## config.mk

```make
export PLATFORM = sky130hd
export DESIGN_NAME = router_pkt_tx_flat
export DESIGN_NICKNAME = d
export VERILOG_FILES = /design/src/rtl/router_pkg.sv /design/src/rtl/router_pkt_tx_if.sv /design/src/rtl/router_tx_fifo.sv /design/src/rtl/router_pkt_tx.sv /design/src/flat_wrapper.sv
export SDC_FILE = /design/constraint.sdc
export NUM_CORES = 1
export LEC_CHECK = 0
export ABC_CLOCK_PERIOD_IN_PS = 6600
export CAP_MARGIN = 5
export CORE_AREA = 3 3 208 210
export DETAILED_ROUTE_END_ITERATION = 16
export DIE_AREA = 0 0 211 213
export PLACE_DENSITY_LB_ADDON = 0.2
export SLEW_MARGIN = 20
export SYNTH_ARGS = -nofsm -noshare
export SYNTH_HDL_FRONTEND = slang
export SYNTH_HIERARCHICAL = 1
export SYNTH_SLANG_ARGS = --single-unit
```

## constraint.sdc

```tcl
create_clock -name clk -period 6.6 [get_ports clk]
set_input_delay 0.99 -clock clk [delete_from_list [all_inputs] [get_ports clk]]
set_output_delay 0.99 -clock clk [all_outputs]
set_load 0.02 [all_outputs]
```

## src/rtl/router_pkg.sv

```systemverilog
// Shared types and constants for the router transmit path: header field widths,
// the illegal destination code and the packet-source FSM state type.
package router_pkg;

  localparam int BYTE_W = 8;
  localparam int ADDR_W = 2;
  localparam int LEN_W  = 6;

  localparam logic [ADDR_W-1:0] ADDR_INVALID = 2'b11;
  localparam logic [LEN_W-1:0]  MAX_PAY_LEN  = 6'd63;

  typedef enum logic [2:0] {
    S_IDLE,
    S_HEADER,
    S_PAYLOAD,
    S_PARITY,
    S_GAP
  } tx_state_t;

  // Header byte layout seen by the router: length in the upper bits, port in the lower.
  function automatic logic [BYTE_W-1:0] make_header(input logic [LEN_W-1:0]  len,
                                                     input logic [ADDR_W-1:0] addr);
    return {len, addr};
  endfunction

  function automatic logic cmd_legal(input logic [LEN_W-1:0]  len,
                                     input logic [ADDR_W-1:0] addr);
    return (addr != ADDR_INVALID) && (len != '0);
  endfunction

endpackage

```

## src/rtl/router_pkt_tx_if.sv

```systemverilog
// Signal bundle between the host/router and router_pkt_tx.
// The err_inject input exists only when ROUTER_TX_PARITY_INJ_EN is defined.
interface router_pkt_tx_if #(
  parameter int CW = 7
);
  import router_pkg::*;

  logic              wr_en;
  logic [BYTE_W-1:0] wr_data;
  logic              fifo_full;
  logic [CW-1:0]     fifo_count;

  logic              start;
  logic [ADDR_W-1:0] dest_addr;
  logic [LEN_W-1:0]  pay_len;
  logic              start_ack;
  logic              cmd_err;

  logic              busy;
  logic              pkt_valid;
  logic [BYTE_W-1:0] data_out;
  logic              tx_active;
  logic              pkt_done;
`ifdef ROUTER_TX_PARITY_INJ_EN
  logic              err_inject;
`endif

  modport slave (
    input  wr_en, wr_data, start, dest_addr, pay_len, busy,
`ifdef ROUTER_TX_PARITY_INJ_EN
    input  err_inject,
`endif
    output fifo_full, fifo_count, start_ack, cmd_err, pkt_valid, data_out,
           tx_active, pkt_done
  );

  modport master (
    output wr_en, wr_data, start, dest_addr, pay_len, busy,
`ifdef ROUTER_TX_PARITY_INJ_EN
    output err_inject,
`endif
    input  fifo_full, fifo_count, start_ack, cmd_err, pkt_valid, data_out,
           tx_active, pkt_done
  );

endinterface

```

## src/rtl/router_tx_fifo.sv

```systemverilog
// Payload byte buffer: synchronous FIFO with show-ahead read data, so the head
// byte is visible on o_rd_data before it is popped.
module router_tx_fifo
  import router_pkg::*;
#(
  parameter int FIFO_DEPTH = 64,
  parameter int CW         = 7
) (
  input  logic              clk,
  input  logic              resetn,
  input  logic              i_push,
  input  logic [BYTE_W-1:0] i_wr_data,
  input  logic              i_pop,
  output logic [BYTE_W-1:0] o_rd_data,
  output logic [CW-1:0]     o_count,
  output logic              o_full,
  output logic              o_empty
);

  localparam int AW = $clog2(FIFO_DEPTH);

  logic [BYTE_W-1:0] r_mem [FIFO_DEPTH];
  logic [AW-1:0]     r_wr_ptr;
  logic [AW-1:0]     r_rd_ptr;
  logic [CW-1:0]     r_count;
  logic              w_push;
  logic              w_pop;

  assign o_full  = (r_count == CW'(FIFO_DEPTH));
  assign o_empty = (r_count == '0);
  assign w_push  = i_push && !o_full;
  assign w_pop   = i_pop && !o_empty;

  // NOTE: the storage array has no reset; flushing is done by clearing the
  // pointers and count, which keeps the array mappable onto plain RAM.
  always_ff @(posedge clk) begin
    if (w_push) begin
      r_mem[r_wr_ptr] <= i_wr_data;
    end
  end

  // NOTE: sequential state uses non-blocking assignments so every register
  // samples the pre-edge values of its neighbours.
  always_ff @(posedge clk) begin
    if (!resetn) begin
      r_wr_ptr <= '0;
      r_rd_ptr <= '0;
      r_count  <= '0;
    end else begin
      if (w_push) r_wr_ptr <= r_wr_ptr + AW'(1);
      if (w_pop)  r_rd_ptr <= r_rd_ptr + AW'(1);
      case ({w_push, w_pop})
        2'b10:   r_count <= r_count + CW'(1);
        2'b01:   r_count <= r_count - CW'(1);
        default: r_count <= r_count;
      endcase
    end
  end

  assign o_rd_data = r_mem[r_rd_ptr];
  assign o_count   = r_count;

endmodule

```

## src/rtl/router_pkt_tx.sv

```systemverilog
// Router packet source: frames buffered payload as header, payload and parity bytes,
// honouring busy back-pressure. Define ROUTER_TX_PARITY_INJ_EN to add err_inject.
module router_pkt_tx
  import router_pkg::*;
#(
  parameter int FIFO_DEPTH = 64,
  parameter int CW         = $clog2(FIFO_DEPTH) + 1
) (
  input  logic            clk,
  input  logic            resetn,
  router_pkt_tx_if.slave  bus
);

  tx_state_t         r_state,     w_state_nxt;
  logic [BYTE_W-1:0] r_data_out,  w_data_out_nxt;
  logic              r_pkt_valid, w_pkt_valid_nxt;
  logic              r_start_ack, w_start_ack_nxt;
  logic              r_cmd_err,   w_cmd_err_nxt;
  logic              r_pkt_done,  w_pkt_done_nxt;
  logic              r_tx_active, w_tx_active_nxt;
  logic [BYTE_W-1:0] r_parity,    w_parity_nxt;
  logic [LEN_W-1:0]  r_remaining, w_remaining_nxt;
  logic              r_inj,       w_inj_nxt;

  logic              w_inj_in;
  logic              w_consume;
  logic              w_pop;
  logic [BYTE_W-1:0] w_rd_data;
  logic [CW-1:0]     w_count;
  logic              w_full;
  logic              w_empty;

`ifdef ROUTER_TX_PARITY_INJ_EN
  assign w_inj_in = bus.err_inject;
`else
  assign w_inj_in = 1'b0;
`endif

  assign w_consume = !bus.busy;

  router_tx_fifo #(
    .FIFO_DEPTH (FIFO_DEPTH),
    .CW         (CW)
  ) u_fifo (
    .clk       (clk),
    .resetn    (resetn),
    .i_push    (bus.wr_en),
    .i_wr_data (bus.wr_data),
    .i_pop     (w_pop && !w_empty),
    .o_rd_data (w_rd_data),
    .o_count   (w_count),
    .o_full    (w_full),
    .o_empty   (w_empty)
  );

  // NOTE: every variable driven here gets a default first, so no path leaves
  // one unassigned and no latch is inferred.
  always_comb begin
    w_state_nxt     = r_state;
    w_data_out_nxt  = r_data_out;
    w_pkt_valid_nxt = r_pkt_valid;
    w_start_ack_nxt = 1'b0;
    w_cmd_err_nxt   = 1'b0;
    w_pkt_done_nxt  = 1'b0;
    w_tx_active_nxt = r_tx_active;
    w_parity_nxt    = r_parity;
    w_remaining_nxt = r_remaining;
    w_inj_nxt       = r_inj;
    w_pop           = 1'b0;

    case (r_state)
      S_IDLE: begin
        if (bus.start) begin
          if (!cmd_legal(bus.pay_len, bus.dest_addr)) begin
            w_cmd_err_nxt = 1'b1;
          end else if (w_count >= CW'(bus.pay_len)) begin
            // Whole payload already buffered, so pkt_valid never bubbles.
            w_start_ack_nxt = 1'b1;
            w_tx_active_nxt = 1'b1;
            w_data_out_nxt  = make_header(bus.pay_len, bus.dest_addr);
            w_pkt_valid_nxt = 1'b1;
            w_remaining_nxt = bus.pay_len;
            w_inj_nxt       = w_inj_in;
            w_state_nxt     = S_HEADER;
          end
        end
      end

      S_HEADER: begin
        if (w_consume) begin
          w_parity_nxt   = r_data_out;
          w_data_out_nxt = w_rd_data;
          w_pop          = 1'b1;
          w_state_nxt    = S_PAYLOAD;
        end
      end

      S_PAYLOAD: begin
        if (w_consume) begin
          w_parity_nxt    = r_parity ^ r_data_out;
          w_remaining_nxt = r_remaining - LEN_W'(1);
          if (r_remaining == LEN_W'(1)) begin
            w_data_out_nxt  = r_parity ^ r_data_out ^ {{(BYTE_W-1){1'b0}}, r_inj};
            w_pkt_valid_nxt = 1'b0;
            w_state_nxt     = S_PARITY;
          end else begin
            w_data_out_nxt = w_rd_data;
            w_pop          = 1'b1;
          end
        end
      end

      S_PARITY: begin
        if (w_consume) begin
          w_pkt_done_nxt  = 1'b1;
          w_tx_active_nxt = 1'b0;
          w_data_out_nxt  = '0;
          w_state_nxt     = S_GAP;
        end
      end

      S_GAP: begin
        w_state_nxt = S_IDLE;
      end

      default: begin
        w_state_nxt = S_IDLE;
      end
    endcase
  end

  always_ff @(posedge clk) begin
    if (!resetn) begin
      r_state     <= S_IDLE;
      r_data_out  <= '0;
      r_pkt_valid <= 1'b0;
      r_start_ack <= 1'b0;
      r_cmd_err   <= 1'b0;
      r_pkt_done  <= 1'b0;
      r_tx_active <= 1'b0;
      r_parity    <= '0;
      r_remaining <= '0;
      r_inj       <= 1'b0;
    end else begin
      r_state     <= w_state_nxt;
      r_data_out  <= w_data_out_nxt;
      r_pkt_valid <= w_pkt_valid_nxt;
      r_start_ack <= w_start_ack_nxt;
      r_cmd_err   <= w_cmd_err_nxt;
      r_pkt_done  <= w_pkt_done_nxt;
      r_tx_active <= w_tx_active_nxt;
      r_parity    <= w_parity_nxt;
      r_remaining <= w_remaining_nxt;
      r_inj       <= w_inj_nxt;
    end
  end

  assign bus.fifo_full  = w_full;
  assign bus.fifo_count = w_count;
  assign bus.start_ack  = r_start_ack;
  assign bus.cmd_err    = r_cmd_err;
  assign bus.pkt_valid  = r_pkt_valid;
  assign bus.data_out   = r_data_out;
  assign bus.tx_active  = r_tx_active;
  assign bus.pkt_done   = r_pkt_done;

endmodule

```

## src/flat_wrapper.sv

```systemverilog
// flat-port wrapper written by rule: the top's interface ports become plain ports
module router_pkt_tx_flat import router_pkg::*;
#(
  parameter int FIFO_DEPTH = 64,
  parameter int CW         = $clog2(FIFO_DEPTH) + 1
)
  (clk, resetn, bus_wr_en, bus_wr_data, bus_start, bus_dest_addr, bus_pay_len, bus_busy, bus_fifo_full, bus_fifo_count, bus_start_ack, bus_cmd_err, bus_pkt_valid, bus_data_out, bus_tx_active, bus_pkt_done);
  router_pkt_tx_if #(.CW(CW)) bus_i ();
  input  logic clk;
  input  logic resetn;
  input wire logic [$bits(bus_i.wr_en)-1:0] bus_wr_en;
  input wire logic [$bits(bus_i.wr_data)-1:0] bus_wr_data;
  input wire logic [$bits(bus_i.start)-1:0] bus_start;
  input wire logic [$bits(bus_i.dest_addr)-1:0] bus_dest_addr;
  input wire logic [$bits(bus_i.pay_len)-1:0] bus_pay_len;
  input wire logic [$bits(bus_i.busy)-1:0] bus_busy;
  output wire logic [$bits(bus_i.fifo_full)-1:0] bus_fifo_full;
  output wire logic [$bits(bus_i.fifo_count)-1:0] bus_fifo_count;
  output wire logic [$bits(bus_i.start_ack)-1:0] bus_start_ack;
  output wire logic [$bits(bus_i.cmd_err)-1:0] bus_cmd_err;
  output wire logic [$bits(bus_i.pkt_valid)-1:0] bus_pkt_valid;
  output wire logic [$bits(bus_i.data_out)-1:0] bus_data_out;
  output wire logic [$bits(bus_i.tx_active)-1:0] bus_tx_active;
  output wire logic [$bits(bus_i.pkt_done)-1:0] bus_pkt_done;
  assign bus_i.wr_en = bus_wr_en;
  assign bus_i.wr_data = bus_wr_data;
  assign bus_i.start = bus_start;
  assign bus_i.dest_addr = bus_dest_addr;
  assign bus_i.pay_len = bus_pay_len;
  assign bus_i.busy = bus_busy;
  assign bus_fifo_full = bus_i.fifo_full;
  assign bus_fifo_count = bus_i.fifo_count;
  assign bus_start_ack = bus_i.start_ack;
  assign bus_cmd_err = bus_i.cmd_err;
  assign bus_pkt_valid = bus_i.pkt_valid;
  assign bus_data_out = bus_i.data_out;
  assign bus_tx_active = bus_i.tx_active;
  assign bus_pkt_done = bus_i.pkt_done;
  router_pkt_tx #(.FIFO_DEPTH(FIFO_DEPTH), .CW(CW)) u_core (.clk(clk), .resetn(resetn), .bus(bus_i));
endmodule
```

==> qor.csv <==
metric;value;unit
synthTopCellsByCount;edfxtp_1, mux4_2, nor2_1, dfxtp_1, nand2_1;
ys_seq_area_share;72.1;%
syn_nets;1295;
seqCellArea;16500;µm²
synth.distinct_cells;74;
slew_viol_final;0;
worstPathArrival;4.46;ns
layout-area-overhead-vs-synth;12.0;%
drc_errors;0;
clk_root_buffer_cell;clkbuf_16;
ctsHoldBuffers;0;
coreArea;41800;µm²
ys_ff_latch;567;
floorplan.initialDensity;54.7;%
critPathBufInv;0;
critPathMaxFanout;17;
dp_hpwl;30400;µm
start_kind;flip-flop;
vdd.ir_drop.worst;0.216;mV
post_drt_wl_per_cell;26.9;µm
grt_pass1_wl;76500;µm
hold_violations;0;
antenna_found_initial;1;
vias;12200;
status;finished clean;
power;7.27;mW
relSlewSlack;34.4;%
grt_use_total;23.1;%
dr.pass1.iters;6;
fill_cells;2947;
syn_avg_cell_area;18.1;µm²
crit_path_end_kind;flip-flop;
async_flop_share;0;%
ant_nets;0;
synth_edf_count;512;
via_per_inst;6.45;
path_clk_slew;0.06;ns
crit_type;flip-flop to flip-flop;
ys.flop_type;edfxtp_1;
layout-drive-gt1-share;19.4;%
setup_viol;0;
cts_resized;0;
cts_tree;yes;
cpMaxStageDelayCell;dfxtp_1;
fin_tns_setup;0;ns
clkLatencyLatePin;0.61;ns
rows;75;
fin_crit;3.95;ns
port_buffers;41;
die_x;211;µm
yosysTopAreaCellShare;67.3;%
dr.first_iter.drc_count;1370;
hold_path.class;flip-flop to flip-flop;
min_period_over_period;59.8;%
htreeDepth;2;
drt-total-wl;50800;µm
grt_overflow;0;
fmax;253;MHz
synth.largest_area_cell;edfxtp_1;
crit_chain;nor2b_1 -> nand2_1 -> a2111oi_0 -> o41a_1 -> ha_1 -> xor2_1 -> ha_1 -> a21oi_1 -> o311ai_0 -> a22oi_1 -> or3_1 -> a21oi_1;
cts_num_sinks;567;
cts_made_buffers;56;
multiInputGateArea;5980;µm²
cpLargestDelayFamily;compound AO/OA/AOI/OAI gates;
max_cap_violations;0;
synthesis.area;22900;µm²
required;7.11;ns
post-cts-setup-buffer-count;0;
finClkSkew;0.0161;ns
clockBufferDepth;3;
p_leak;7.95;nW
ioPinCount;42;
synth_top_cells_by_area;edfxtp_1, mux4_2, dfxtp_1, nor2_1, mux2i_1;
n_antenna_cell;0;
rsz0062_at_grt;false;
powerDensity;284;nW/µm²
tightest_slew;0.980;ns
synth_most_common_cell;edfxtp_1;
grt_max_degree;65;
nets;1337;
ys_warn_count;6;
die_y;213;µm
grt_pass1_vias;12000;
slowest_delay;0.69;ns
die-area;44900;µm²
synthCells;1261;
gp_congestion;0.830;
-- report_power, final --
part,leakage (nW),switching [mW],total [mW],internal [mW]
Clock,0.917,1.32,3.17,1.85
Sequential,5.05,0.0124,3.94,3.92
Combinational,1.98,0.119,0.165,0.0459
Total,7.95,1.45,7.27,5.82
-- tightest hold or removal path: cells and delay by family, from the launching register on --
kind | cells | cell delay (ns)
flip-flops | 1 | 0.33
AND/OR/NAND/NOR | 1 | 0.06
multiplexers | 1 | 0.06
-- cells in the final DEF, fill, tap and decap left out, types with 14 or more instances in the layout --
cell / n
mux4_2: 128
o21ai_0: 22
a22oi_1: 32
a21oi_1: 15
nand2_1: 43
edfxtp_1: 512
dfxtp_1: 52
inv_1: 14
nand3_1: 23
buf_4: 17
xor2_1: 19
clkdlybuf4s50_1: 33
nor3_1: 16
mux2i_1: 30
nor2_1: 112
clkbuf_16: 63
-- state kept, by name (all words and copies together), names as in the netlist, 3 cells and up, named ones only --
| signal | count |
|---|---|
| u_core/r_remaining | 6 |
| u_core/bus.data_out | 8 |
| u_core/u_fifo/o_count | 7 |
| u_core/r_state | 3 |
| u_core/r_parity | 8 |
| u_core/u_fifo/r_rd_ptr | 6 |
| u_core/u_fifo/r_mem | 512 |
| u_core/u_fifo/r_wr_ptr | 6 |
-- final cells by class --
| cell class | instances | share of cell area, % |
|---|---|---|
| Inverter | 16 | 0.235 |
| Clock inverter | 34 | 1.01 |
| Timing Repair Buffer | 56 | 2.02 |
| Multi-Input combinational cell | 606 | 23.4 |
| Clock buffer | 72 | 6.33 |
| Sequential cell | 567 | 64.4 |
| Tap cell | 539 | 2.63 |
-- through the flow --
| stage | std cells | area (µm²) | util (%) | hold WS, ns | worst slack, ns |
|---|---|---|---|---|---|
| final | 1890 | 25600 | 61.3 | 0.498 | 2.65 |
| after global routing | 1890 | 25600 | 61.3 | 0.537 | 2.34 |
| after CTS | 1890 | 25600 | 61.3 | 0.496 | 2.61 |
| after detailed placement | 1784 | 23700 | 56.8 | 0.487 | 2.04 |
| after global placement | 1784 | 23700 | 56.8 | 0.478 | 2.13 |
| after floorplan | 1261 | 22900 | - | 0.465 | 3.10 |
-- path summary, 6_finish.rpt --
path | start | end | depth (start not counted) | slack [ns]
max reg2reg | u_core/r_state[1] | u_core/u_fifo/o_count[4] | 12 | 2.65
max | u_core/r_state[1] | u_core/u_fifo/o_count[4] | 12 | 2.65
min reg2reg | u_core/r_remaining[1] | u_core/r_remaining[1] | 2 | 0.50
min | u_core/r_remaining[1] | u_core/r_remaining[1] | 2 | 0.50
-- cell families (layout without fill, tap and decap cells) --
family | count (synthesis) | count (layout) | share of synthesized area, %
adders and majority gates | 13 | 13 | 0.711
DFF | 567 | 567 | 72.1
xor gates and xnor gates | 24 | 24 | 0.919
and+or+nand+nor | 264 | 264 | 5.62
buffers and inverters | 88 | 178 | 1.80
AOI/OAI and AO/OA | 147 | 147 | 4.96
muxes | 158 | 158 | 13.9
-- routing by layer --
layer	track usage, %	up-vias	part of all wire (%)
met1	33.0	6317	42
met5	0	-	0.033
li1	-	5211	-
met3	4.44	107	7.4
met4	7.51	2	3.1
met2	36.6	552	48
(Power assumes the default switching activity.)
